===== src/rtl/sched_medicion_pkg.sv =====
// Shared types and defaults for the round-robin echo measurement scheduler.
// Optional channel masking is enabled with SCHED_MASK_EN (see sched_medicion).
package sched_pkg;

    typedef enum logic [2:0] {IDLE, TRIG, ARM, MEASURE, GAP} estado_t;

    // Defaults sized for a 50 MHz clock
    localparam int BIT_PERIODO_DEF = 16;
    localparam int TRIG_CYC_DEF    = 500;
    localparam int TIMEOUT_CYC_DEF = 1_900_000;
    localparam int REPOSO_CYC_DEF  = 3_000_000;

    function automatic int calc_cw(input int n);
        return (n <= 1) ? 1 : $clog2(n);
    endfunction

endpackage


===== src/rtl/sched_medicion_medidor_pulso.sv =====
// Pulse-width measurement path: per-channel 2-FF synchronizers, arm logic
// that rejects stale echoes, saturating high-time counter and timeout timer.
module medidor_pulso
    import sched_pkg::*;
#(
    parameter int N_CH        = 2,
    parameter int BIT_periodo = BIT_PERIODO_DEF,
    parameter int TIMEOUT_CYC = TIMEOUT_CYC_DEF,
    localparam int CW         = calc_cw(N_CH)
) (
    input  logic                   clk,
    input  logic                   rst,
    input  logic [N_CH-1:0]        echo,
    input  logic [CW-1:0]          sel,
    input  logic                   start,
    input  logic                   clear,
    output logic                   done,
    output logic                   sube,
    output logic                   timeout,
    output logic [BIT_periodo-1:0] count
);

    localparam int TW = $clog2(TIMEOUT_CYC + 1);
    localparam logic [BIT_periodo-1:0] MAXC = '1;

    typedef enum logic [1:0] {M_IDLE, M_ARM, M_MEAS} fase_t;

    logic [N_CH-1:0]        sync1, sync2;
    fase_t                  fase;
    logic                   seen_low;
    logic [BIT_periodo-1:0] cnt;
    logic [TW-1:0]          tmr;
    logic                   echo_s, tmr_fin;

    assign echo_s  = sync2[sel];
    assign tmr_fin = (tmr == TW'(TIMEOUT_CYC - 1));

    // Priority in MEASURE: echo fall, then saturation, then timeout
    always_comb begin
        done    = 1'b0;
        sube    = 1'b0;
        timeout = 1'b0;
        count   = cnt;
        case (fase)
            M_ARM: begin
                if (tmr_fin) begin
                    done    = 1'b1;
                    timeout = 1'b1;
                    count   = '0;
                end else if (seen_low && echo_s) begin
                    sube = 1'b1;
                end
            end
            M_MEAS: begin
                if (!echo_s) begin
                    done    = 1'b1;
                    timeout = (cnt == MAXC);
                end else if (cnt >= MAXC - 1'b1) begin
                    done    = 1'b1;
                    timeout = 1'b1;
                    count   = MAXC;
                end else if (tmr_fin) begin
                    done    = 1'b1;
                    timeout = 1'b1;
                end
            end
            default: ;
        endcase
    end

    always_ff @(posedge clk) begin
        if (rst) begin
            sync1 <= '0;
            sync2 <= '0;
        end else begin
            sync1 <= echo;
            sync2 <= sync1;
        end
        if (rst || clear) begin
            fase     <= M_IDLE;
            seen_low <= 1'b0;
            cnt      <= '0;
            tmr      <= '0;
        end else if (start) begin
            fase     <= M_ARM;
            seen_low <= 1'b0;
            cnt      <= '0;
            tmr      <= '0;
        end else if (fase != M_IDLE) begin
            tmr <= tmr + 1'b1;
            if (done) begin
                fase <= M_IDLE;
            end else if (sube) begin
                fase <= M_MEAS;
                cnt  <= BIT_periodo'(1);
            end else if (fase == M_MEAS) begin
                cnt <= cnt + 1'b1;
            end else if (!echo_s) begin
                seen_low <= 1'b1;
            end
        end
    end

endmodule


===== src/rtl/sched_medicion.sv =====
// Round-robin echo sensor scheduler: trigger, measure, publish, rest, rotate.
// Define SCHED_MASK_EN to add the ch_mask input that skips disabled channels.
module sched_medicion
    import sched_pkg::*;
#(
    parameter int N_CH        = 2,
    parameter int BIT_periodo = BIT_PERIODO_DEF,
    parameter int TRIG_CYC    = TRIG_CYC_DEF,
    parameter int TIMEOUT_CYC = TIMEOUT_CYC_DEF,
    parameter int REPOSO_CYC  = REPOSO_CYC_DEF,
    localparam int CW         = calc_cw(N_CH)
) (
    input  logic                   clk,
    input  logic                   rst,
    input  logic                   run,
    input  logic [N_CH-1:0]        echo,
`ifdef SCHED_MASK_EN
    input  logic [N_CH-1:0]        ch_mask,
`endif
    output logic [N_CH-1:0]        trig,
    output logic [CW-1:0]          ch_act,
    output logic [BIT_periodo-1:0] dato,
    output logic [CW-1:0]          dato_ch,
    output logic                   dato_valid,
    output logic                   timeout,
    output logic                   busy
);

    localparam int TCW = $clog2(TRIG_CYC + 1);
    localparam int GCW = $clog2(REPOSO_CYC + 1);

    estado_t                estado;
    logic [TCW-1:0]         tcnt;
    logic [GCW-1:0]         gcnt;
    logic [N_CH-1:0]        mask;
    logic [CW-1:0]          ch_ini, ch_sig;
    logic                   m_start, m_clear, m_done, m_sube, m_to;
    logic [BIT_periodo-1:0] m_count;

`ifdef SCHED_MASK_EN
    assign mask = ch_mask;
`else
    assign mask = '1;
`endif

    // Nearest enabled channel after cur, wrapping; cur itself is the last resort
    function automatic logic [CW-1:0] siguiente(input logic [CW-1:0] cur,
                                                input logic [N_CH-1:0] m);
        logic [CW-1:0] r;
        int idx;
        r = cur;
        for (int i = N_CH; i >= 1; i--) begin
            idx = (int'(cur) + i) % N_CH;
            if (m[idx]) r = CW'(idx);
        end
        return r;
    endfunction

    function automatic logic [N_CH-1:0] onehot(input logic [CW-1:0] c);
        logic [N_CH-1:0] r;
        r    = '0;
        r[c] = 1'b1;
        return r;
    endfunction

    assign ch_ini  = mask[ch_act] ? ch_act : siguiente(ch_act, mask);
    assign ch_sig  = siguiente(ch_act, mask);
    assign m_start = (estado == TRIG) && (tcnt == TCW'(TRIG_CYC - 1));
    assign m_clear = (estado == IDLE);

    medidor_pulso #(
        .N_CH        (N_CH),
        .BIT_periodo (BIT_periodo),
        .TIMEOUT_CYC (TIMEOUT_CYC)
    ) u_medidor (
        .clk     (clk),
        .rst     (rst),
        .echo    (echo),
        .sel     (ch_act),
        .start   (m_start),
        .clear   (m_clear),
        .done    (m_done),
        .sube    (m_sube),
        .timeout (m_to),
        .count   (m_count)
    );

    always_ff @(posedge clk) begin
        if (rst) begin
            estado     <= IDLE;
            trig       <= '0;
            ch_act     <= '0;
            dato       <= '0;
            dato_ch    <= '0;
            dato_valid <= 1'b0;
            timeout    <= 1'b0;
            busy       <= 1'b0;
            tcnt       <= '0;
            gcnt       <= '0;
        end else begin
            dato_valid <= 1'b0;
            case (estado)
                IDLE: begin
                    if (run && |mask) begin
                        estado <= TRIG;
                        ch_act <= ch_ini;
                        trig   <= onehot(ch_ini);
                        tcnt   <= '0;
                        busy   <= 1'b1;
                    end
                end
                TRIG: begin
                    tcnt <= tcnt + 1'b1;
                    if (m_start) begin
                        trig   <= '0;
                        estado <= ARM;
                    end
                end
                ARM, MEASURE: begin
                    if (m_done) begin
                        dato       <= m_count;
                        dato_ch    <= ch_act;
                        timeout    <= m_to;
                        dato_valid <= 1'b1;
                        gcnt       <= '0;
                        estado     <= GAP;
                    end else if (m_sube) begin
                        estado <= MEASURE;
                    end
                end
                GAP: begin
                    gcnt <= gcnt + 1'b1;
                    if (gcnt == GCW'(REPOSO_CYC - 1)) begin
                        ch_act <= ch_sig;
                        if (run && |mask) begin
                            estado <= TRIG;
                            trig   <= onehot(ch_sig);
                            tcnt   <= '0;
                        end else begin
                            estado <= IDLE;
                            busy   <= 1'b0;
                        end
                    end
                end
                default: estado <= IDLE;
            endcase
        end
    end

endmodule


===== config.mk =====
export PLATFORM = sky130hd
export DESIGN_NAME = sched_medicion
export DESIGN_NICKNAME = d
export VERILOG_FILES = /design/src/rtl/sched_medicion_pkg.sv /design/src/rtl/sched_medicion_medidor_pulso.sv /design/src/rtl/sched_medicion.sv
export SDC_FILE = /design/constraint.sdc
export NUM_CORES = 1
export LEC_CHECK = 0
export BUFFER_PORTS_ARGS = -buffer_cell sky130_fd_sc_hd__buf_2
export CORE_MARGIN = 1.5
export CORE_UTILIZATION = 40
export CTS_CLUSTER_DIAMETER = 80
export DETAILED_ROUTE_END_ITERATION = 8
export PLACE_DENSITY = 0.58
export SLEW_MARGIN = 15
export SYNTH_ARGS = -nofsm -noshare
export SYNTH_HDL_FRONTEND = slang
export SYNTH_SLANG_ARGS = --single-unit

===== constraint.sdc =====
create_clock -name clk -period 4.4 [get_ports clk]
set_clock_uncertainty 0.15 [all_clocks]
set_input_delay 0.22 -clock clk [delete_from_list [all_inputs] [get_ports clk]]
set_output_delay 0.22 -clock clk [all_outputs]
set_load 0.005 [all_outputs]

==> results of run 1 <==
## synthesized netlist by cell type, drive strengths merged (3+ instances only)
library cell | n | area share
dfxtp | 101 | 0.42
nor2 | 68 | 0.053
nand2 | 55 | 0.042
nand3 | 53 | 0.056
a21oi | 45 | 0.046
o21ai | 26 | 0.028
nand3b | 19 | 0.029
nand4 | 18 | 0.023
or3 | 18 | 0.023
clkbuf | 16 | 0.012
xor2 | 14 | 0.025
xnor2 | 13 | 0.023
and3 | 12 | 0.016
nor3 | 11 | 0.011
or2 | 10 | 0.013
buf | 9 | 0.0098
nor2b | 9 | 0.012
ha | 8 | 0.021
inv | 8 | 0.0062
a311oi | 7 | 0.013
a31oi | 7 | 0.0090
a211oi | 6 | 0.0093
and2 | 6 | 0.0077
nand2b | 4 | 0.0051
nor4 | 4 | 0.0064
a21o | 3 | 0.0046
and4 | 3 | 0.0054
mux2i | 3 | 0.0062
nor4bb | 3 | 0.0062
o31ai | 3 | 0.0046
or4 | 3 | 0.0046
## registers in the layout (all words and copies together), names as in the netlist, 2 cells and up
register,count
u_medidor.sync2,2
u_medidor.cnt,16
dato,16
u_medidor.tmr,21
u_medidor.fase,2
tcnt,9
u_medidor.sync1,2
gcnt,22
trig,2
estado,3
## power groups by stage
stage	clock [mW]	sequential, mW	combinational (mW)
6_report	0.768	0.923	0.0461
5_1_grt	0.832	0.923	0.0516
4_1_cts	0.799	0.923	0.0471
3_5_place_dp	0	0.944	0.0455
3_3_place_gp	0	0.944	0.0451
2_1_floorplan	0	0.942	0.0335
## per-layer routing
layer | wire, um | up-vias | track usage
met4 | 214 | 0 | 0.07083
met1 | 5279 | 1982 | 0.2379
met2 | 4881 | 76 | 0.2776
met3 | 495 | 15 | 0.04767
met5 | 0 | - | 0
li1 | - | 2162 | -
## stage by stage
step                power [mW]  utilization  cells
floorplan               0.9757            -    590
global placement        0.9895       0.4289    744
detailed placement      0.9898       0.4289    744
CTS                      1.770       0.4548    762
global route             1.806       0.4548    762
finish                   1.738       0.4548    762
## what timing repair did
item | in CTS | in global routing
resized for setup | 0 | 0
hold buffers | 2 | 0
hold endpoints to repair | 2 | 0
## cells by family (layout without fill, tap and decap cells)
logic type | Yosys count | in the layout
simple gates | 305 | 305
mux | 4 | 4
xor+xnor | 27 | 27
compound gates | 112 | 112
buf+inv | 33 | 58
flops | 101 | 101
fa+ha+maj | 8 | 8
## worst min path at each step
stage	from	to	slack (ns)	depth (start not counted)
CTS	run	busy	0.08	3
global route	run	busy	0.1	3
floorplan	echo[0]	u_medidor.sync1[0]	0.20	1
detailed placement	u_medidor.sync1[1]	u_medidor.sync2[1]	0.27	1
global placement	u_medidor.sync1[1]	u_medidor.sync2[1]	0.27	1
finish	run	busy	0.09	3
## worst min-delay path: cells and delay by family
kind                   cells  cell delay, ns
AOI/OAI and AO/OA          2            0.19
buffers and inverters      1            0.14
## final cells by class
| class | instances | area [um2] | share of cell area |
|---|---|---|---|
| clock buffer | 13 | 270.3 | 0.04988 |
| clock inverter | 3 | 18.77 | 0.003464 |
| inverter | 8 | 30.03 | 0.005543 |
| multi-input combinational | 456 | 2700 | 0.4984 |
| sequential | 101 | 2022 | 0.3732 |
| tap | 147 | 183.9 | 0.03395 |
| timing repair buffer | 34 | 192.7 | 0.03557 |
==> reports/results.ini, run 1 <==
[run_status]
status = finished clean

[yosys]
synthArstFlopShare = 0
syn_nets = 603
synth_fa_ha_area_frac = 0.02060
synth.area.mux_share = 0.008496
syn-instance-count = 590
ys_types = 61
ys_ff_latch = 101
synth_top_family_by_area = simple AND/OR/NAND/NOR gates
synthFlopType = dfxtp_1
ys_seq_area_frac = 0.4161
synth_area_per_cell_um2 = 8.237
synth_compound_area_frac = 0.1465
syn-cell-area_mm2 = 0.004860
ys_warn_count = 0
yosys.area_share.simple = 0.3314
synth_edf_count = 0
synth_xor_area_frac = 0.04866

[critical_path]
reg2reg_depth = 9
r2r_end = gcnt[12]
crit_chain = inv_1 -> ha_1 -> o2111ai_2 -> nor3_1 -> o311a_1 -> o21ai_2 -> buf_4 -> nand2_1 -> a311oi_1
crit_type = reg2reg
crit_required_ns = 4.51
cp-start-kind = register
slowest_stage = o21ai_2
r2r-start = u_medidor.cnt[0]
cp_num_buf_inv = 2
cp_top_family = compound AO/OA/AOI/OAI gates
cp-startpoint = u_medidor.cnt[0]
rrSetupSlack_ns = 1.29
cpPeakStageDelay_ns = 0.53
crit_cells = 9
endpoint = gcnt[12]
cp_max_fo = 21
critPathArrivalTime_ns = 3.23
worstSetupEndpointType = register

[routing]
drtIter0Drc = 295
drt-total-wl_um = 10870
drcViolationCount = 0
drt-wirelength-per-cell_um = 14.27
drt-pass1-iter-count = 5
vias = 4235
ant_nets = 0
vias_per_cell = 5.558

[job]
maxCapViolCount = 0

[timing]
hold_viol_final = 0
period_share = 0.7075
worst_slew_margin_rel = 0.3518
final_max_slew_viol_count = 0
setup_viol = 0
fmax_mhz = 321.2
whs_ns = 0.09281
tns_ns = 0
setup_slack_ns = 1.287
period_needed_ns = 3.113
rsz0062_at_grt = no
tightest_slew_ns = 0.9704

[clocking]
cts_max_path_buffers = 2
numClockSinks = 101
cts_made_buffers = 9
cts_tree = yes
post_cts_buffers = 0
clock_latency_ns = 0.35
htree_levels = 3
root_buffer = clkbuf_16
cts.reportedPaths.clkPinSlew_ns = 0.07

[pwr]
switchingPower_uw = 372.1
power.internal_mw = 1.365
seqPwrFrac = 0.531
clockPowerShare = 0.442
leakagePower_nw = 1.831
max-vdd-ir-drop_v = 0.0002200
power_frac_comb = 0.027
swShare = 0.2141
p_per_area_mw_per_mm2 = 320.7

[final_layout]
layout_common_cells = 101 x dfxtp_1, 67 x nor2_1, 55 x nand2_1
syn_to_final_growth_pct = 11.48
postLayoutCellArea_mm2 = 0.005418
mostFrequentLayoutCell = dfxtp_1
num-nets-final = 623
n_antenna_cell = 0
fill_cells = 1194
drive_gt1_frac = 0.1089

[die]
die_height_um = 113.2
dieWidth_um = 113.2
core.rowCount = 40
die-area_mm2 = 0.01282
io_pins = 28
initial_core_util = 0.4080
coreArea_mm2 = 0.01191

[place]
placed_cell_area_mm2 = 0.005109
pre_cts_ws_ns = 1.248
port_buffers = 27
dp_hpwl_um = 7434
gp_congestion = 0.8199

[global_route]
grt_max_degree = 59
grt_overflow_total = 0
antenna_found_initial = 0
grt_pass1_wl_um = 18720
grt_usage = 0.1790
grt_pass1_vias = 3932

[worst_hold_path]
hp-class = in2reg

Power figures use the tool's default switching activity.
==> run 2, diff against run 1 <==
ABC_AREA = 1   (was default)
clock period = 3.26 ns   (was 4.4 ns; I/O delays follow)
==> run 2 against run 1 <==
Effect of this change:
- global-route usage up 1.5 points
- wire length up 22%
- clock power up 37%
- die area up 9.9%
- setup slack worse by 0.45 ns
- worst hold slack worse by 0.069 ns
- via count up 23%
- maximum frequency up 29%
- critical path type unchanged
==> reports/results.ini, run 2 <==
[clocking]
cts_made_buffers = 9
root_buffer = clkbuf_16
cts_tree = yes
cts_resized = 0
post_cts_buffers = 0
cts_hold_buf = 3
numClockSinks = 101
cts_max_path_buffers = 2
htree_levels = 3
clock_latency_ns = 0.35
cts.reportedPaths.clkPinSlew_ns = 0.07

[place]
gp_congestion = 0.8507
dp.cells = 967
port_buffers = 27
dp_hpwl_um = 9199

[pwr]
seqPwrFrac = 0.482
total_power_mw = 2.656
power.internal_mw = 1.898
power_frac_comb = 0.124
swShare = 0.2854
clockPowerShare = 0.394
p_per_area_mw_per_mm2 = 448.0
max-vdd-ir-drop_v = 0.0003308
switchingPower_uw = 757.8
leakagePower_nw = 2.239

[routing]
ant_nets = 0
vias = 5192
drt-pass1-iter-count = 5
drt-total-wl_um = 13270
drtIter0Drc = 357
drcViolationCount = 0
drt-wirelength-per-cell_um = 13.46
vias_per_cell = 5.266

[critical_path]
cp_common_cell = nand2_1
rrSetupSlack_ns = 0.84
endpoint = u_medidor.cnt[1]
r2r_end = u_medidor.cnt[1]
slowest_stage = dfxtp_1
worstSetupEndpointType = register
critPathArrivalTime_ns = 2.51
cp_max_fo = 20
cp-startpoint = u_medidor.tmr[0]
crit_type = reg2reg
crit_required_ns = 3.35
cp-start-kind = register
cpPeakStageDelay_ns = 0.44
r2r-start = u_medidor.tmr[0]
reg2reg_depth = 12
crit_chain = ha_1 -> nand2_1 -> nor2_1 -> nand2_1 -> nor2_1 -> nand3_1 -> nand2_1 -> nand3_2 -> nand3_4 -> nand2_1 -> o21ai_0 -> nor2_1

[final_layout]
largest-register = gcnt
fill_cells = 1419
layout_common_cells = 165 x nand2_1, 101 x nand3_1, 101 x dfxtp_1
largest_register_ffs = 22
n_antenna_cell = 0
final_util = 0.4512
syn_to_final_growth_pct = 10.68
drive_gt1_frac = 0.09753
reg.largest.list = gcnt (22), u_medidor.tmr (21)
mostFrequentLayoutCell = nand2_1
multi_input_area_mm2 = 0.002860
seq_area_mm2 = 0.002022
num-nets-final = 818
instances_no_fill = 986

[yosys]
synth_compound_area_frac = 0.1084
synth_area_per_cell_um2 = 6.806
synth.area.mux_share = 0
ys_seq_area_frac = 0.3775
yosys.area.top_type_share = 0.3775
yosys.area_share.simple = 0.3677
netlist_top_cells_area = dfxtp_1 38%, nand2_1 12%, nand3_1 9.4%
synth_fa_ha_area_frac = 0.01869
synthArstFlopShare = 0
ys_warn_count = 0
synth_xor_area_frac = 0.03924
syn_nets = 800
ys_ff_latch = 101
synth.most_common_cell = nand2_1
synthFlopType = dfxtp_1
synth.top_cells.by_count = 165 x nand2_1, 101 x dfxtp_1, 101 x nand3_1
synth_top_family_by_area = simple AND/OR/NAND/NOR gates
synth_top_cell_by_area = dfxtp_1
ys_types = 39
syn-cell-area_mm2 = 0.005356
syn-instance-count = 787
synth_edf_count = 0

[worst_hold_path]
hold_start = rst
hp-class = in2reg

[timing]
hold_viol_final = 0
period_share = 0.7429
rsz0062_at_grt = no
period_needed_ns = 2.422
fmax_mhz = 412.9
tightest_slew_ns = 0.9851
final_max_slew_viol_count = 0
worst_slew_margin_rel = 0.3425
whs_ns = 0.02366
setup_viol = 0
tns_ns = 0

[global_route]
grt_pass1_wl_um = 22500
grt_usage = 0.1939
met3_usage = 0.04006
grt_overflow_total = 0
use_met1 = 0.2543
grt-busiest-layer = met2
grt.met2_usage = 0.3172
grt_max_degree = 37
grt_pass1_vias = 4801
antenna_found_initial = 0

[job]
maxCapViolCount = 0

[die]
io_pins = 28
dieWidth_um = 118.7
core.rowCount = 42
die_height_um = 118.7
die-area_mm2 = 0.01409
coreArea_mm2 = 0.01314
initial_core_util = 0.4077

[run_status]
status = finished clean

-- run 2: logic make-up after synthesis --
family / count (synthesis)
and+or+nand+nor: 427
AOI/OAI and AO/OA: 109
xor gates and xnor gates: 24
adders and majority gates: 8
DFF: 101
buffers and inverters: 118
-- run 2: power by group through the flow --
stage / Sequential, mW / Combinational, mW / Clock, mW
floorplan: 1.31 / 0.235 / 0
global placement: 1.31 / 0.328 / 0
detailed placement: 1.31 / 0.328 / 0
CTS: 1.28 / 0.332 / 1.08
global route: 1.28 / 0.377 / 1.12
finish: 1.28 / 0.329 / 1.05
-- run 2: cell type report --
class / instances / area share
Clock buffer: 10 / 0.04031
Clock inverter: 6 / 0.007809
Inverter: 90 / 0.05699
Multi-Input combinational cell: 568 / 0.4825
Sequential cell: 101 / 0.3411
Tap cell: 176 / 0.03715
Timing Repair Buffer: 35 / 0.03419
-- run 2: critical path: cells and delay by family, from the launching register on --
family / cells / cell delay, ns
DFF: 1 / 0.44
and+or+nand+nor: 10 / 1.41
adders and majority gates: 1 / 0.22
AOI/OAI and AO/OA: 1 / 0.08
-- run 2: metrics by stage --
| stage | setup slack (ns) | instance area (um2) |
|---|---|---|
| floorplan | 1.350 | 5356 |
| global placement | 0.9265 | 5613 |
| detailed placement | 0.8485 | 5613 |
| CTS | 0.8382 | 5928 |
| global route | 0.5205 | 5928 |
| finish | 0.8381 | 5928 |
-- run 2: worst min-delay path by stage --
stage	endpoint	cells after the start
2_1_floorplan	u_medidor.sync1[0]	2
3_3_place_gp	u_medidor.sync2[1]	2
3_5_place_dp	u_medidor.sync1[0]	3
4_1_cts	tcnt[4]	2
5_1_grt	tcnt[6]	2
6_report	tcnt[6]	2
-- run 2: metal layers --
layer  part of all wire  vias to the layer above
met1               0.47                     2425
met5                  0                        -
met3              0.042                       19
met4              0.014                        0
li1                   -                     2636
met2               0.47                      112
